### src/rtl/mem_lsu_pkg.sv
// mem_lsu_pkg: shared widths, FSM state type and address helper for the load/store unit.
//   FULLW       data/address word width
//   LSU_SW      state encoding width
//   lsu_state_t IDLE / RD_WAIT / WR / RESP
//   word_align  clears the two byte-offset bits of an address
package mem_lsu_pkg;
   localparam int FULLW = 32;
   localparam int LSU_SW = 2;
   typedef enum logic [LSU_SW-1:0] {LSU_IDLE, LSU_RD_WAIT, LSU_WR, LSU_RESP} lsu_state_t;
   function automatic logic [FULLW-1:0] word_align(input logic [FULLW-1:0] a);
      return {a[FULLW-1:2], 2'b00};
   endfunction
endpackage

### src/rtl/mem_lsu_byte_lane.sv
// mem_lsu_byte_lane: big-endian byte extract/merge for one 32-bit word.
//   i_word   word read from RAM
//   i_lane   byte offset within the word (0 = most significant byte)
//   i_byte   byte to insert
//   o_byte   byte at i_lane of i_word
//   o_merged i_word with i_lane replaced by i_byte
module mem_lsu_byte_lane
   import mem_lsu_pkg::*;
(
   input  logic [FULLW-1:0] i_word,
   input  logic [1:0]       i_lane,
   input  logic [7:0]       i_byte,
   output logic [7:0]       o_byte,
   output logic [FULLW-1:0] o_merged
);
   logic [4:0] w_sh;
   // lane k lives at bit (3-k)*8; for a 2-bit lane, 3-k is simply ~k
   assign w_sh = {~i_lane, 3'b000};
   assign o_byte = 8'(i_word >> w_sh);
   assign o_merged = (i_word & ~(FULLW'(8'hFF) << w_sh)) | (FULLW'(i_byte) << w_sh);
endmodule

### src/rtl/mem_lsu.sv
// mem_lsu: load/store initiator for the byte-addressed data RAM (word/byte loads, word stores, byte stores via RMW).
//   clk, rst_n                   clock, async active-low reset
//   i_req_valid/o_req_ready      request handshake (ready only in IDLE)
//   i_req_write, i_req_byte      store/load, byte/word
//   i_req_addr, i_req_wdata      byte address, store data (byte store uses [7:0])
//   o_resp_valid/err/rdata       registered one-cycle completion pulse
//   o_ram_wa/wd/we, o_ram_ra     RAM write and read ports (always word-aligned)
//   i_ram_out                    registered RAM read data
module mem_lsu
   import mem_lsu_pkg::*;
#(
   parameter int ADDR_WIDTH = 8
) (
   input  logic             clk,
   input  logic             rst_n,
   input  logic             i_req_valid,
   output logic             o_req_ready,
   input  logic             i_req_write,
   input  logic             i_req_byte,
   input  logic [FULLW-1:0] i_req_addr,
   input  logic [FULLW-1:0] i_req_wdata,
   output logic             o_resp_valid,
   output logic             o_resp_err,
   output logic [FULLW-1:0] o_resp_rdata,
   output logic [FULLW-1:0] o_ram_wa,
   output logic [FULLW-1:0] o_ram_wd,
   output logic             o_ram_we,
   output logic [FULLW-1:0] o_ram_ra,
   input  logic [FULLW-1:0] i_ram_out
);
   lsu_state_t       r_state;
   logic [FULLW-1:0] r_addr;
   logic [FULLW-1:0] r_wd;
   logic [1:0]       r_lane;
   logic             r_write;
   logic             r_byte;
   logic             w_accept;
   logic             w_err;
   logic [7:0]       w_byte;
   logic [FULLW-1:0] w_merged;

   mem_lsu_byte_lane u_lane (
      .i_word   (i_ram_out),
      .i_lane   (r_lane),
      .i_byte   (r_wd[7:0]),
      .o_byte   (w_byte),
      .o_merged (w_merged)
   );

   assign o_req_ready = r_state == LSU_IDLE;
   assign w_accept = i_req_valid & o_req_ready;
   assign w_err = (~i_req_byte & |i_req_addr[1:0]) | ((i_req_addr >> ADDR_WIDTH) != '0);
   // speculative read in IDLE so ram_out is ready the cycle after accept
   assign o_ram_ra = o_req_ready ? word_align(i_req_addr) : r_addr;
   assign o_ram_we = r_state == LSU_WR;
   assign o_ram_wa = r_addr;
   assign o_ram_wd = r_wd;

   always_ff @(posedge clk or negedge rst_n) begin
      if (!rst_n) begin
         r_state      <= LSU_IDLE;
         r_addr       <= '0;
         r_wd         <= '0;
         r_lane       <= '0;
         r_write      <= 1'b0;
         r_byte       <= 1'b0;
         o_resp_valid <= 1'b0;
         o_resp_err   <= 1'b0;
         o_resp_rdata <= '0;
      end else begin
         case (r_state)
            LSU_IDLE: if (w_accept) begin
               r_addr  <= word_align(i_req_addr);
               r_lane  <= i_req_addr[1:0];
               r_write <= i_req_write;
               r_byte  <= i_req_byte;
               r_wd    <= i_req_wdata;
               if (w_err) begin
                  r_state      <= LSU_RESP;
                  o_resp_valid <= 1'b1;
                  o_resp_err   <= 1'b1;
               end else begin
                  r_state <= (i_req_write & ~i_req_byte) ? LSU_WR : LSU_RD_WAIT;
               end
            end
            LSU_RD_WAIT: if (r_write) begin
               r_wd    <= w_merged;
               r_state <= LSU_WR;
            end else begin
               o_resp_rdata <= r_byte ? {24'b0, w_byte} : i_ram_out;
               o_resp_valid <= 1'b1;
               r_state      <= LSU_RESP;
            end
            LSU_WR: begin
               o_resp_valid <= 1'b1;
               r_state      <= LSU_RESP;
            end
            default: begin
               o_resp_valid <= 1'b0;
               o_resp_err   <= 1'b0;
               o_resp_rdata <= '0;
               r_state      <= LSU_IDLE;
            end
         endcase
      end
   end
endmodule
### config.mk
export PLATFORM = sky130hd
export DESIGN_NAME = mem_lsu
export DESIGN_NICKNAME = d
export VERILOG_FILES = /design/src/rtl/mem_lsu_pkg.sv /design/src/rtl/mem_lsu_byte_lane.sv /design/src/rtl/mem_lsu.sv
export SDC_FILE = /design/constraint.sdc
export NUM_CORES = 1
export LEC_CHECK = 0
export ABC_AREA = 1
export CAP_MARGIN = 20
export CELL_PAD_IN_SITES_DETAIL_PLACEMENT = 0
export CELL_PAD_IN_SITES_GLOBAL_PLACEMENT = 1
export CORE_MARGIN = 1
export CORE_UTILIZATION = 29
export CTS_CLUSTER_DIAMETER = 100
export DETAILED_ROUTE_END_ITERATION = 6
export GPL_TIMING_DRIVEN = 0
export PLACE_DENSITY_LB_ADDON = 0.1
export SLEW_MARGIN = 0
export SYNTH_ARGS = -nofsm -noshare
export SYNTH_HDL_FRONTEND = slang
export SYNTH_SLANG_ARGS = --single-unit
### constraint.sdc
create_clock -name clk -period 2.3 [get_ports clk]
set_input_delay 0.46 -clock clk [delete_from_list [all_inputs] [get_ports clk]]
set_output_delay 0.46 -clock clk [all_outputs]
set_load 0.005 [all_outputs]
==> results of run 1 <==
flip-flops by register name, summed over array words and instances, names as in the netlist:
name	flops
o_ram_wa	30
o_ram_wd	32
o_resp_err	1
o_resp_rdata	32
o_resp_valid	1
r_byte	1
r_lane	2
r_state	2
r_write	1
placed cells by master (no fill, tap or decap), drive strengths merged, types with 5 or more instances in the layout:
| master | Yosys | layout |
|---|---|---|
| o31ai | 21 | 21 |
| buf | 20 | 26 |
| inv | 77 | 77 |
| clkbuf | 25 | 36 |
| o21a | 8 | 8 |
| o211ai | 8 | 8 |
| a21oi | 60 | 60 |
| o22ai | 14 | 14 |
| clkdlybuf4s50 | 0 | 197 |
| dlygate4sd2 | 0 | 24 |
| o21ai | 109 | 109 |
| nand2 | 172 | 172 |
| ha | 5 | 5 |
| dfrtp | 102 | 102 |
| nand3 | 7 | 7 |
| nor2 | 45 | 45 |
through the flow:
stage | setup TNS, ns | area [µm²]
after floorplan | 0 | 5233
after global placement | -331.95 | 7796
after detailed placement | -10.93 | 7821
after CTS | -0.0002294 | 8138
after global routing | -0.002061 | 8142
final | 0 | 8144
final cells by class:
class	count	area [µm²]
Fill cell	1716	9273
Sequential cell	102	2552
Timing Repair Buffer	232	2285
Multi-Input combinational cell	459	2197
Inverter	78	297.8
Tap cell	225	281.5
Buffer	45	250.2
Clock buffer	9	225.2
Clock inverter	5	52.55
Antenna cell	1	2.502
cells by family after synthesis:
group / Yosys count
AO/OA/AOI/OAI: 223
other: 1
flip-flops: 102
AND/OR/NAND/NOR: 227
buffers and inverters: 123
adder cells (fa/ha/maj): 5
repair_timing:
action / in CTS / in global routing
buffers inserted: 3 / 0
gates cloned: 0 / 0
endpoints found under the setup margin: 30 / 31
gates resized for setup: 67 / 21
pin swaps: 0 / 1
metal layers:
metal	up-vias	global-route usage	part of all wire
met5	-	0	0
met4	0	0.06852	0.015
met3	17	0.05108	0.079
met2	234	0.3708	0.49
met1	2596	0.2766	0.42
li1	2712	-	-
worst reg2reg max path, stage by stage, from the launching register on:
cell and delay, ns:
dfrtp_1 0.40, inv_2 0.10, ha_4 0.14, buf_6 0.11, buf_4 0.16, nand2_1 0.17
o21ai_1 0.14, nand2_2 0.18, inv_2 0.13, buf_2 0.22, o211ai_1 0.14, o21a_1 0.12
how the worst max path moves through the flow:
stage | start | endpoint
2_1_floorplan | r_state[0] | o_ram_ra[2]
3_3_place_gp | rst_n | o_ram_wa[28]
3_5_place_dp | r_state[0] | o_ram_ra[31]
4_1_cts | r_state[0] | o_ram_ra[17]
5_1_grt | r_state[1] | o_ram_ra[4]
6_report | r_state[1] | o_ram_ra[3]
power breakdown:
part / switching, mW / internal [mW] / leakage [nW] / total [mW]
Combinational: 3.15 / 2.98 / 2.34 / 6.13
Clock: 0.682 / 0.826 / 0.137 / 1.51
Sequential: 0.619 / 2.59 / 1.28 / 3.21
Total: 4.45 / 6.39 / 3.75 / 10.8
==> flow_metrics.env, run 1 <==
export IMPL_outcome="finished clean"
export IMPL_post_route_drc_count=0
export IMPL_ys_top_cells_by_area="dfrtp_1 49%, nand2_1 12%, o21ai_0 10%"
export IMPL_drive_gt1_frac=0.05914
export IMPL_place_congestion=0.8939
export IMPL_numCtsBuffers=9
export IMPL_synth_compound_area_frac=0.2370
export IMPL_clk_pin_slew_ns=0.07
export IMPL_post_drt_wl_per_cell_um=17.45
export IMPL_critPathBufInv=5
export IMPL_finalCriticalPeriod_ns=2.237
export IMPL_initial_utilization=0.2998
export IMPL_htreeDepth=3
export IMPL_hold_viol=0
export IMPL_coreArea_um2=17420
export IMPL_yosys_area_share_adder=0.01198
export IMPL_grt_antenna_before_repair=0
export IMPL_grt_overflow=0
export IMPL_cp_cell_sequence="inv_2 > ha_4 > buf_6 > clkinv_4 > clkbuf_8 > o21ai_0 > clkdlybuf4s15_1"
export IMPL_synth_top_cell_area_share=0.4889
export IMPL_grt_pass1_vias=5467
export IMPL_max_cap_violations=0
export IMPL_reg2regPathDepth=11
export IMPL_critical_path_top_delay_family="buffers and inverters"
export IMPL_hp_class="input pin to async pin"
export IMPL_cp_start_kind="register"
export IMPL_pre_cts_ws_ns=-0.4477
export IMPL_rows=48
export IMPL_placed_cells=1138
export IMPL_rrSetupSlack_ns=0.21
export IMPL_synth_ff_type="dfrtp_1"
export IMPL_fp_dieArea_um2=18550
export IMPL_hold_slack_ns=0.08096
export IMPL_synth_edf_count=0
export IMPL_yosysSeqAreaShare=0.4889
export IMPL_ir_drop_uv=541.2
export IMPL_crit_cells=7
export IMPL_yosysMostFrequentCell="nand2_1"
export IMPL_die_h_um=136.2
export IMPL_netlist_instances=681
export IMPL_port_buffers=228
export IMPL_syn_area_per_cell_um2=7.667
export IMPL_synth_top_family_by_area="compound AO/OA/AOI/OAI gates"
export IMPL_cts_buffer_depth=2
export IMPL_final_antenna_net_count=0
export IMPL_arrival_ns=1.78
export IMPL_synth_xor_xnor_area_share=0
export IMPL_power_mw=10.85
export IMPL_critPathSlowestCell="dfrtp_1"
export IMPL_cp_end_kind="output port"
export IMPL_yosys_cell_types_count=25
export IMPL_synth_common_cells="171 x nand2_1, 106 x o21ai_0, 102 x dfrtp_1"
export IMPL_synth_largest_area_cell="dfrtp_1"
export IMPL_min_period_over_period=0.9725
export IMPL_area_growth_pct=55.98
export IMPL_r2r_end="o_ram_wd[28]"
export IMPL_yosys_warnings=0
export IMPL_grt_max_degree=61
export IMPL_power_density_nw_per_um2=1332
export IMPL_slew_headroom=0.5426
export IMPL_async_flop_share=1.000
export IMPL_root_buffer="clkbuf_16"
export IMPL_fin_nets=1033
export IMPL_reg2reg_from="r_state[1]"
export IMPL_grt_pass1_wl_mm=30.28
export IMPL_setup_viol=0
export IMPL_clk_latency_ns=0.36
export IMPL_synth_mux_area_frac=0
export IMPL_postCtsHoldBufs=0
export IMPL_worstPathMaxFanout=10
export IMPL_ys_seq_elements=102
export IMPL_p_leak_nw=3.750
export IMPL_cts_tree="done"
export IMPL_utilization=0.4676
export IMPL_fin_ws_ns=0.06322
export IMPL_vias=5559
export IMPL_syn_area_um2=5221
export IMPL_drt_iter0_drc=405
export IMPL_timing_final_max_slew_violations=0
export IMPL_wirelength_mm=20.17
export IMPL_cts_sinks=102
export IMPL_crit_required_ns=1.84
export IMPL_fin_skew_ns=0.008700
export IMPL_dr_pass1_iters=5
export IMPL_clock_fmax_mhz=447.1
export IMPL_yosys_area_share_simple=0.1665
export IMPL_post_drt_via_cell_ratio=4.809
export IMPL_die_x_um=136.2
export IMPL_worst_pin_slew_ns=0.6809
export IMPL_max_stage_delay_ns=0.40
export IMPL_hpwl_mm=15.79
export IMPL_final_cells=1156
export IMPL_pin_count=233
export IMPL_grt_usage=0.2198
export IMPL_worst_setup_path_type="register to output port"
Power figures use the tool's default switching activity.
==> run 2, diff against run 1 <==
--- a/config.mk
+++ b/config.mk
@@ -9,6 +9,7 @@
 export CAP_MARGIN = 20
 export CELL_PAD_IN_SITES_DETAIL_PLACEMENT = 0
 export CELL_PAD_IN_SITES_GLOBAL_PLACEMENT = 1
+export CORE_ASPECT_RATIO = 1.1
 export CORE_MARGIN = 1
 export CORE_UTILIZATION = 29
 export CTS_CLUSTER_DIAMETER = 100
==> run 2 against run 1 <==
Core utilization is 0.37 points lower. Highest routed layer is now met5. Global-route usage is 0.25 points lower. Fmax is 1.2% higher. Die area hardly changed. Largest power group unchanged. Critical path type unchanged. Final cell count is 1.3% higher. Clock skew is 0.00083 ns higher.
==> flow_metrics.env, run 2 (synthesis gave the netlist of run 1 again) <==
export IMPL_die_x_um=129.9
export IMPL_finalCriticalPeriod_ns=2.210
export IMPL_post_drt_via_cell_ratio=4.751
export IMPL_critPathBufInv=5
export IMPL_max_stage_delay_ns=0.40
export IMPL_die_h_um=142.7
export IMPL_post_drt_wl_per_cell_um=16.99
export IMPL_nFillCells=1835
export IMPL_cts_sinks=102
export IMPL_hold_viol=0
export IMPL_grt_pass1_wl_mm=30.30
export IMPL_drt_iter0_drc=304
export IMPL_final_cell_mix="197 x clkdlybuf4s50_1, 170 x nand2_1, 102 x dfrtp_1"
export IMPL_p_leak_nw=3.764
export IMPL_vias=5563
export IMPL_cp_end_kind="output port"
export IMPL_seq_area_um2=2552
export IMPL_grt_usage=0.2174
export IMPL_htreeDepth=3
export IMPL_drive_gt1_frac=0.07074
export IMPL_fp_dieArea_um2=18550
export IMPL_fin_nets=1034
export IMPL_outcome="finished clean"
export IMPL_ir_drop_uv=630.9
export IMPL_min_period_over_period=0.9608
export IMPL_clk_pin_slew_ns=0.07
export IMPL_numCtsBuffers=9
export IMPL_final_common_cell="clkdlybuf4s50_1"
export IMPL_grt_pass1_vias=5541
export IMPL_dr_pass1_iters=5
export IMPL_root_buffer="clkbuf_16"
export IMPL_cp_cell_sequence="inv_2 > ha_2 > buf_6 > inv_8 > clkbuf_8 > nand2_1 > o21ai_0 > dlygate4sd2_1"
export IMPL_final_cells=1171
export IMPL_clock_fmax_mhz=452.5
export IMPL_placed_cells=1151
export IMPL_grt_overflow=0
export IMPL_slew_headroom=0.5106
export IMPL_critPathSlowestCell="dfrtp_1"
export IMPL_worst_pin_slew_ns=0.7285
export IMPL_worstPathMaxFanout=10
export IMPL_crit_required_ns=1.84
export IMPL_arrival_ns=1.75
export IMPL_multi_input_area_um2=2202
export IMPL_rows=51
export IMPL_cts_buffer_depth=2
export IMPL_critical_path_top_delay_family="buffers and inverters"
export IMPL_max_cap_violations=0
export IMPL_setup_viol=0
export IMPL_clk_latency_ns=0.36
export IMPL_area_growth_pct=57.03
export IMPL_coreArea_um2=17680
export IMPL_grt_antenna_before_repair=2
export IMPL_final_antenna_net_count=0
export IMPL_grt_max_degree=55
export IMPL_port_buffers=228
export IMPL_fin_skew_ns=0.009527
export IMPL_hp_class="input pin to async pin"
export IMPL_cp_start_kind="register"
export IMPL_grt_setup_unrepaired="false"
export IMPL_power_density_nw_per_um2=1338
export IMPL_hpwl_mm=15.64
export IMPL_initial_utilization=0.2954
export IMPL_pin_count=233
export IMPL_hold_slack_ns=0.1226
export IMPL_cts_tree="done"
export IMPL_place_congestion=0.8686
export IMPL_wirelength_mm=19.90
export IMPL_post_route_drc_count=0
export IMPL_timing_final_max_slew_violations=0
export IMPL_worst_setup_path_type="register to output port"
export IMPL_diodes=0
## run 2: cell types whose count changed in the layout (fill, tap and decap cells not counted), sizes merged, moves of 2 or more
cell           change
inv                +5
dlygate4sd2        -8
clkinv             -4
buf                +4
clkbuf             +4
clkdlybuf4s15      +2
## run 2: final timing paths
check	start	end	slack, ns	cells after the start
worst min-delay path	rst_n	o_ram_wd[18]	0.12	1
min in group clk	o_resp_valid	o_resp_valid	0.48	2
worst max-delay path	r_state[1]	o_ram_ra[26]	0.09	8
worst min register to register	o_resp_valid	o_resp_valid	0.48	2
worst max register to register	r_state[1]	o_ram_wd[25]	0.21	11
max in group asynchronous	rst_n	o_resp_rdata[0]	1.48	2
## run 2: where the power goes
group / internal, mW / switching, mW / total (mW)
logic: 3.01 / 3.17 / 6.18
clock network: 0.865 / 0.737 / 1.60
registers: 2.59 / 0.605 / 3.19
## run 2: routing by layer
layer / part of all wire / vias up / global-route usage
met1: 0.42 / 2607 / 0.2620
met2: 0.50 / 211 / 0.3853
met4: 0.012 / 4 / 0.05630
met5: 0.0013 / - / 0
li1: - / 2723 / -
met3: 0.071 / 18 / 0.05096
## run 2: area by class of cell
type	instances	share of cell area
Inverter	78	0.03662
Timing Repair Buffer	233	0.2773
Clock inverter	6	0.009156
Sequential cell	102	0.3113
Multi-Input combinational cell	459	0.2686
Clock buffer	10	0.02793
Buffer	45	0.03281
Tap cell	238	0.03632
## run 2: repair_timing
item / in CTS / in global routing
endpoints found under the setup margin: 30 / 41
buffers inserted: 3 / 1
hold buffers: 0 / 0
gates resized for setup: 70 / 35
## run 2: worst register-to-register path, cell delays in order, from the launching register on
cell	delay [ns]
dfrtp_1	0.40
inv_2	0.08
ha_2	0.18
buf_6	0.12
buf_4	0.16
nand2_2	0.12
o21ai_1	0.16
nand2_4	0.15
inv_2	0.11
buf_2	0.21
o211ai_1	0.16
o21a_1	0.13
## run 2: metrics by stage
| stage | utilization | area (µm²) | TNS (ns) | total power, mW | setup WS (ns) |
|---|---|---|---|---|---|
| 2_1_floorplan | - | 5233 | 0 | 5.948 | 0.4620 |
| 3_3_place_gp | 0.4420 | 7812 | -327.80 | 9.316 | -3.114 |
| 3_5_place_dp | 0.4434 | 7838 | -11.46 | 9.394 | -0.4753 |
| 4_1_cts | 0.4644 | 8209 | 0 | 11.05 | 0.002350 |
| 5_1_grt | 0.4639 | 8199 | 0 | 11.88 | 0.00001232 |
| 6_report | 0.4639 | 8199 | 0 | 10.97 | 0.09020 |
